[config.mk]
export PLATFORM = sky130hd
export DESIGN_NAME = bias_bank_add
export DESIGN_NICKNAME = d
export VERILOG_FILES = /design/src/rtl/bias_bank_add.sv
export SDC_FILE = /design/constraint.sdc
export NUM_CORES = 2
export LEC_CHECK = 0
export CORE_MARGIN = 2
export CORE_UTILIZATION = 45
export DETAILED_ROUTE_END_ITERATION = 6
export HOLD_SLACK_MARGIN = 0.12
export PLACE_DENSITY = 0.61
export SLEW_MARGIN = 20
export SYNTH_ARGS = -nofsm -noshare
export SYNTH_HDL_FRONTEND = slang
export SYNTH_SLANG_ARGS = --single-unit
export TNS_END_PERCENT = 10
[constraint.sdc]
create_clock -name clk -period 4.6 [get_ports clk]
set_input_delay 0.69 -clock clk [delete_from_list [all_inputs] [get_ports clk]]
set_output_delay 0.69 -clock clk [all_outputs]
set_load 0.02 [all_outputs]
[src/rtl/bias_bank_add.sv]
// ---------------------------------------------------------------------------
// bias_bank_add
//
// Purpose:
//   Programmable per-channel bias stage for the conv adder-tree outputs.
//   A run-time loaded bank holds DEPTH groups of N_adder_tree signed biases.
//   Each accepted beat adds the selected group's biases lane-wise to the
//   adder-tree sums with signed saturation. The result is registered behind
//   a single valid/ready pipeline stage.
//
// Ports:
//   clk, rst_n          rising-edge clock, asynchronous active-low reset
//   wr_en/wr_grp/
//   wr_lane/wr_data     bias bank write port; out-of-range writes are dropped
//   bias_en             1: add bias, 0: pass lanes through unchanged
//   in_valid/in_ready   input handshake
//   in_grp              bias group used for the beat (out of range -> bias 0)
//   in_data             N lanes, lane i at [DW*(i+1)-1:DW*i]
//   out_valid/out_ready output handshake
//   out_data            biased, saturated lanes (same packing as in_data)
//   sat_flag            per-lane saturation indication for the output beat
//
// Handshake: a beat moves across an interface on a rising clk edge where
//   valid and ready are both high. valid never depends on ready;
//   in_ready = !out_valid | out_ready, so a streaming pipeline has no bubble.
//   The output beat stays unchanged while out_valid & !out_ready.
// ---------------------------------------------------------------------------
module bias_bank_add #(
    parameter int N_adder_tree = 16,
    parameter int DW           = 18,
    parameter int DEPTH        = 4,
    parameter int GW           = (DEPTH > 1) ? $clog2(DEPTH) : 1,
    parameter int LW           = (N_adder_tree > 1) ? $clog2(N_adder_tree) : 1
) (
    input  logic                       clk,
    input  logic                       rst_n,
    input  logic                       wr_en,
    input  logic [GW-1:0]              wr_grp,
    input  logic [LW-1:0]              wr_lane,
    input  logic [DW-1:0]              wr_data,
    input  logic                       bias_en,
    input  logic                       in_valid,
    output logic                       in_ready,
    input  logic [GW-1:0]              in_grp,
    input  logic [N_adder_tree*DW-1:0] in_data,
    output logic                       out_valid,
    input  logic                       out_ready,
    output logic [N_adder_tree*DW-1:0] out_data,
    output logic [N_adder_tree-1:0]    sat_flag
);

    localparam int N = N_adder_tree;

    localparam logic [DW-1:0] SAT_MAX = {1'b0, {(DW-1){1'b1}}};
    localparam logic [DW-1:0] SAT_MIN = {1'b1, {(DW-1){1'b0}}};

    typedef enum logic {
        ST_EMPTY = 1'b0,
        ST_FULL  = 1'b1
    } state_e;

    state_e              state_q, state_d;
    logic [DW-1:0]       bank_q [DEPTH][N];
    logic [DW-1:0]       bank_d [DEPTH][N];
    logic [N*DW-1:0]     out_data_q, out_data_d;
    logic [N-1:0]        sat_q, sat_d;

    logic                accept;
    logic [DW-1:0]       bias_sel [N];
    logic [DW-1:0]       lane_in  [N];
    logic [DW:0]         lane_sum [N];
    logic [DW-1:0]       lane_res [N];
    logic [N-1:0]        lane_sat;

    // ---------------------------------------------------------------
    // Handshake and pipeline state
    // ---------------------------------------------------------------
    assign in_ready  = (state_q == ST_EMPTY) || out_ready;
    assign accept    = in_valid && in_ready;
    assign out_valid = (state_q == ST_FULL);
    assign out_data  = out_data_q;
    assign sat_flag  = sat_q;

    always_comb begin
        state_d = state_q;
        case (state_q)
            ST_EMPTY: if (accept) state_d = ST_FULL;
            ST_FULL:  if (out_ready && !accept) state_d = ST_EMPTY;
            default:  state_d = ST_EMPTY;
        endcase
    end

    // ---------------------------------------------------------------
    // Bias bank write. Compared as int so indices beyond DEPTH/N that
    // fit in the port width are recognised and dropped, never aliased.
    // ---------------------------------------------------------------
    always_comb begin
        bank_d = bank_q;
        for (int g = 0; g < DEPTH; g++) begin
            for (int l = 0; l < N; l++) begin
                if (wr_en && (int'(wr_grp) == g) && (int'(wr_lane) == l)) begin
                    bank_d[g][l] = wr_data;
                end
            end
        end
    end

    // ---------------------------------------------------------------
    // Bias read uses the registered bank, so a same-cycle write to the
    // same group is seen only by later beats. Unmatched group -> bias 0.
    // ---------------------------------------------------------------
    always_comb begin
        for (int i = 0; i < N; i++) begin
            bias_sel[i] = '0;
            for (int g = 0; g < DEPTH; g++) begin
                if (int'(in_grp) == g) begin
                    bias_sel[i] = bank_q[g][i];
                end
            end
        end
    end

    // ---------------------------------------------------------------
    // Lane arithmetic: one extra bit of headroom; overflow is detected
    // when the top two bits of the DW+1 bit sum disagree.
    // ---------------------------------------------------------------
    always_comb begin
        lane_sat = '0;
        for (int i = 0; i < N; i++) begin
            lane_in[i]  = in_data[DW*i +: DW];
            lane_sum[i] = {lane_in[i][DW-1], lane_in[i]} + {bias_sel[i][DW-1], bias_sel[i]};
            lane_res[i] = lane_in[i];
            if (bias_en) begin
                if (lane_sum[i][DW] != lane_sum[i][DW-1]) begin
                    lane_sat[i] = 1'b1;
                    lane_res[i] = lane_sum[i][DW] ? SAT_MIN : SAT_MAX;
                end else begin
                    lane_res[i] = lane_sum[i][DW-1:0];
                end
            end
        end
    end

    always_comb begin
        out_data_d = out_data_q;
        sat_d      = sat_q;
        if (accept) begin
            sat_d = lane_sat;
            for (int i = 0; i < N; i++) begin
                out_data_d[DW*i +: DW] = lane_res[i];
            end
        end
    end

    // ---------------------------------------------------------------
    // Registers
    // ---------------------------------------------------------------
    always_ff @(posedge clk or negedge rst_n) begin
        if (!rst_n) begin
            state_q    <= ST_EMPTY;
            out_data_q <= '0;
            sat_q      <= '0;
            for (int g = 0; g < DEPTH; g++) begin
                for (int l = 0; l < N; l++) begin
                    bank_q[g][l] <= '0;
                end
            end
        end else begin
            state_q    <= state_d;
            out_data_q <= out_data_d;
            sat_q      <= sat_d;
            bank_q     <= bank_d;
        end
    end

endmodule

==> impl_metrics.yaml <==
global_routing:
  antenna_found_initial: 25
  grt_pass1_wl_um: 378200
  grt_pass1_vias: 57080
  grt_max_degree: 145
  grt_use_total: 0.2856
  overflow: 0
route:
  drt-vias-per-instance: 5.951
  ant_nets: 0
  wl_per_cell_um: 26.46
  wirelength_um: 254300
  drcViolationCount: 0
  drtPass1Iterations: 6
  drtIter0Drc: 4325
  vias: 57180
cts:
  cts.sinks: 1457
  clockRootBuffer: "clkbuf_16"
  h-tree-depth: 4
  cts.clk_slew.worst_paths_ns: 0.06
  numCtsBuffers: 159
  clockBufferDepth: 3
  ctsHoldBuffers: 1
  cts_tree: "yes"
  cts_resized: 0
  worstSkewPairLatency_ns: 0.82
  cts_setup_buffers: 0
yosys:
  synth_cell_types: 85
  synth-seq-cells: 1457
  synth_most_common_cell: "dfrtp_1"
  synth_top_cell_by_area: "dfrtp_1"
  synth-main-ff-cell: "dfrtp_1"
  synth_edf_count: 0
  yosys_warnings: 0
  synthCells: 6484
  async_reset_ff_frac: 1.000
  syn_area_mm2: 0.07801
  synth_seq_area_share: 0.4674
  synth_common_cells: "1457 x dfrtp_1, 1153 x mux2_2, 461 x a21oi_1"
  syn_avg_cell_area_um2: 12.03
  synth_nets: 7108
  synthDominantCellAreaShare: 0.4674
  synth.area.top_cells: "dfrtp_1 47%, mux2_2 17%, mux4_2 8.3%"
final_layout:
  area_growth_pct: 20.45
  layout.nets: 7782
  drive_above_1_share: 0.2888
  fin_cells: 9609
  fill_cells: 14700
  final_area_mm2: 0.09396
timing:
  finalCritPeriodShare: 0.8662
  clock.fmax_mhz: 251.0
  grt_setup_unrepaired: "no"
  worstMarginPinSlew_ns: 1.120
  hold_viol: 0
  setup_viol: 0
  setup_slack_ns: 0.6154
  drv_slew: 0
  relSlewSlack: 0.2536
  fin_skew_ns: 0.02992
  min_period_ns: 3.985
floorplan:
  core_mm2: 0.1719
  die_area_mm2: 0.1767
  die_w_um: 420.4
  start_util: 0.4537
  ios: 626
  die_h_um: 420.4
  rows: 152
critical_path:
  reg2reg_from: "bank_q[973]"
  crit_fanout: 14
  reg2reg_depth: 11
  crit_start: "bank_q[973]"
  r2r_slack_ns: 0.62
  crit_path_end_kind: "flip-flop"
  r2r_end: "out_data[173]"
  crit_type: "flip-flop to flip-flop"
  endpoint: "out_data[173]"
  cp-start-kind: "flip-flop"
  critPathArrivalTime_ns: 4.62
  required_ns: 5.24
job:
  maxCapViolCount: 0
min_path:
  worstHoldPathType: "input pin to flip-flop"
  min_from: "wr_data[4]"
power:
  vdd_drop_max_mv: 0.2966
  p_leak_uw: 0.04332
  p_per_area_mw_per_mm2: 440.9
placed_design:
  dp_slack_ns: -0.1104
  placed_area_mm2: 0.08841
  placed_cells: 9306
  hpwl_um: 181200
  port_buffers: 625
  gp_congestion: 1.010
status:
  status: "finished clean"
power by group:
| group | total, uW | switching (uW) | internal (uW) |
|---|---|---|---|
| clock network | 13400 | 5580 | 7850 |
| logic | 12100 | 6470 | 5660 |
| registers | 15900 | 1110 | 14700 |
| total | 41400 | 13200 | 28300 |
metal layers:
metal  wire [um]  vias to the layer above  global-route usage
li1            -                    25390                   -
met2      123600                     1528              0.4729
met4        8883                       12             0.09459
met3       12330                      413             0.04686
met1      109400                    29840              0.3815
met5         145                        -            0.003890
state kept, by name, indices dropped and copies added, names as in the netlist:
register / flops
out_valid: 1
sat_flag: 16
bank_q: 1152
out_data: 288
layout by cell type (no fill, tap or decap), drive strengths merged, types with 86 or more instances in the layout:
cell,instances
a21o,130
a21oi,463
buf,342
clkbuf,223
clkdlybuf4s50,603
dfrtp,1457
ha,288
inv,127
mux2,1153
mux4,288
nand2,326
nor2,243
o21ai,360
or3,128
xnor2,131
xor2,86
critical path, stage by stage (launching register included):
cell and delay, ns:
dfrtp_1 0.38, mux4_2 0.49, ha_1 0.29, a21o_1 0.17, a21o_1 0.21, a2111oi_2 0.54, o21ai_0 0.21, a221o_1 0.39
nand2_1 0.10, o31ai_2 0.07, nor2_1 0.79, a22oi_1 0.20
through the flow:
stage	TNS (ns)	util	hold slack (ns)	total power, uW
4_1_cts	0	0.5463	0.2568	41630
3_5_place_dp	-1.873	0.5143	0.4694	28130
5_1_grt	0	0.5464	0.2996	43340
6_report	0	0.5465	0.3075	41420
2_1_floorplan	-2.621	-	0.3944	23140
3_3_place_gp	-1.147	0.5143	0.4628	27900
logic make-up (layout without fill, tap and decap cells):
family,count (synthesis),after routing,synth area share
adder cells (fa/ha/maj),315,315,0.05176
multiplexers,1450,1450,0.2507
other,0,14,0
AND/OR/NAND/NOR,1128,1128,0.07072
buffers and inverters,552,1353,0.02699
AO/OA/AOI/OAI,1365,1365,0.1080
flip-flops,1457,1457,0.4674
XOR/XNOR,217,217,0.02436
worst min path at each step:
stage	to	slack (ns)	cells past startpoint
floorplan	bank_q[0]	0.39	0
global placement	out_data[107]	0.46	1
detailed placement	sat_flag[10]	0.47	2
CTS	bank_q[616]	0.26	2
global route	bank_q[364]	0.30	2
finish	bank_q[616]	0.31	2
cell type report:
cell class | count | area, um^2 | area share
Tap cell | 2310 | 2890 | 0.03076
Inverter | 119 | 451.7 | 0.004807
Sequential cell | 1457 | 36460 | 0.3880
Antenna cell | 14 | 35.03 | 0.0003729
Timing Repair Buffer | 946 | 9125 | 0.09712
Clock inverter | 65 | 953.4 | 0.01015
Clock buffer | 223 | 4539 | 0.04831
Multi-Input combinational cell | 4475 | 39510 | 0.4204
(Power assumes the default switching activity.)
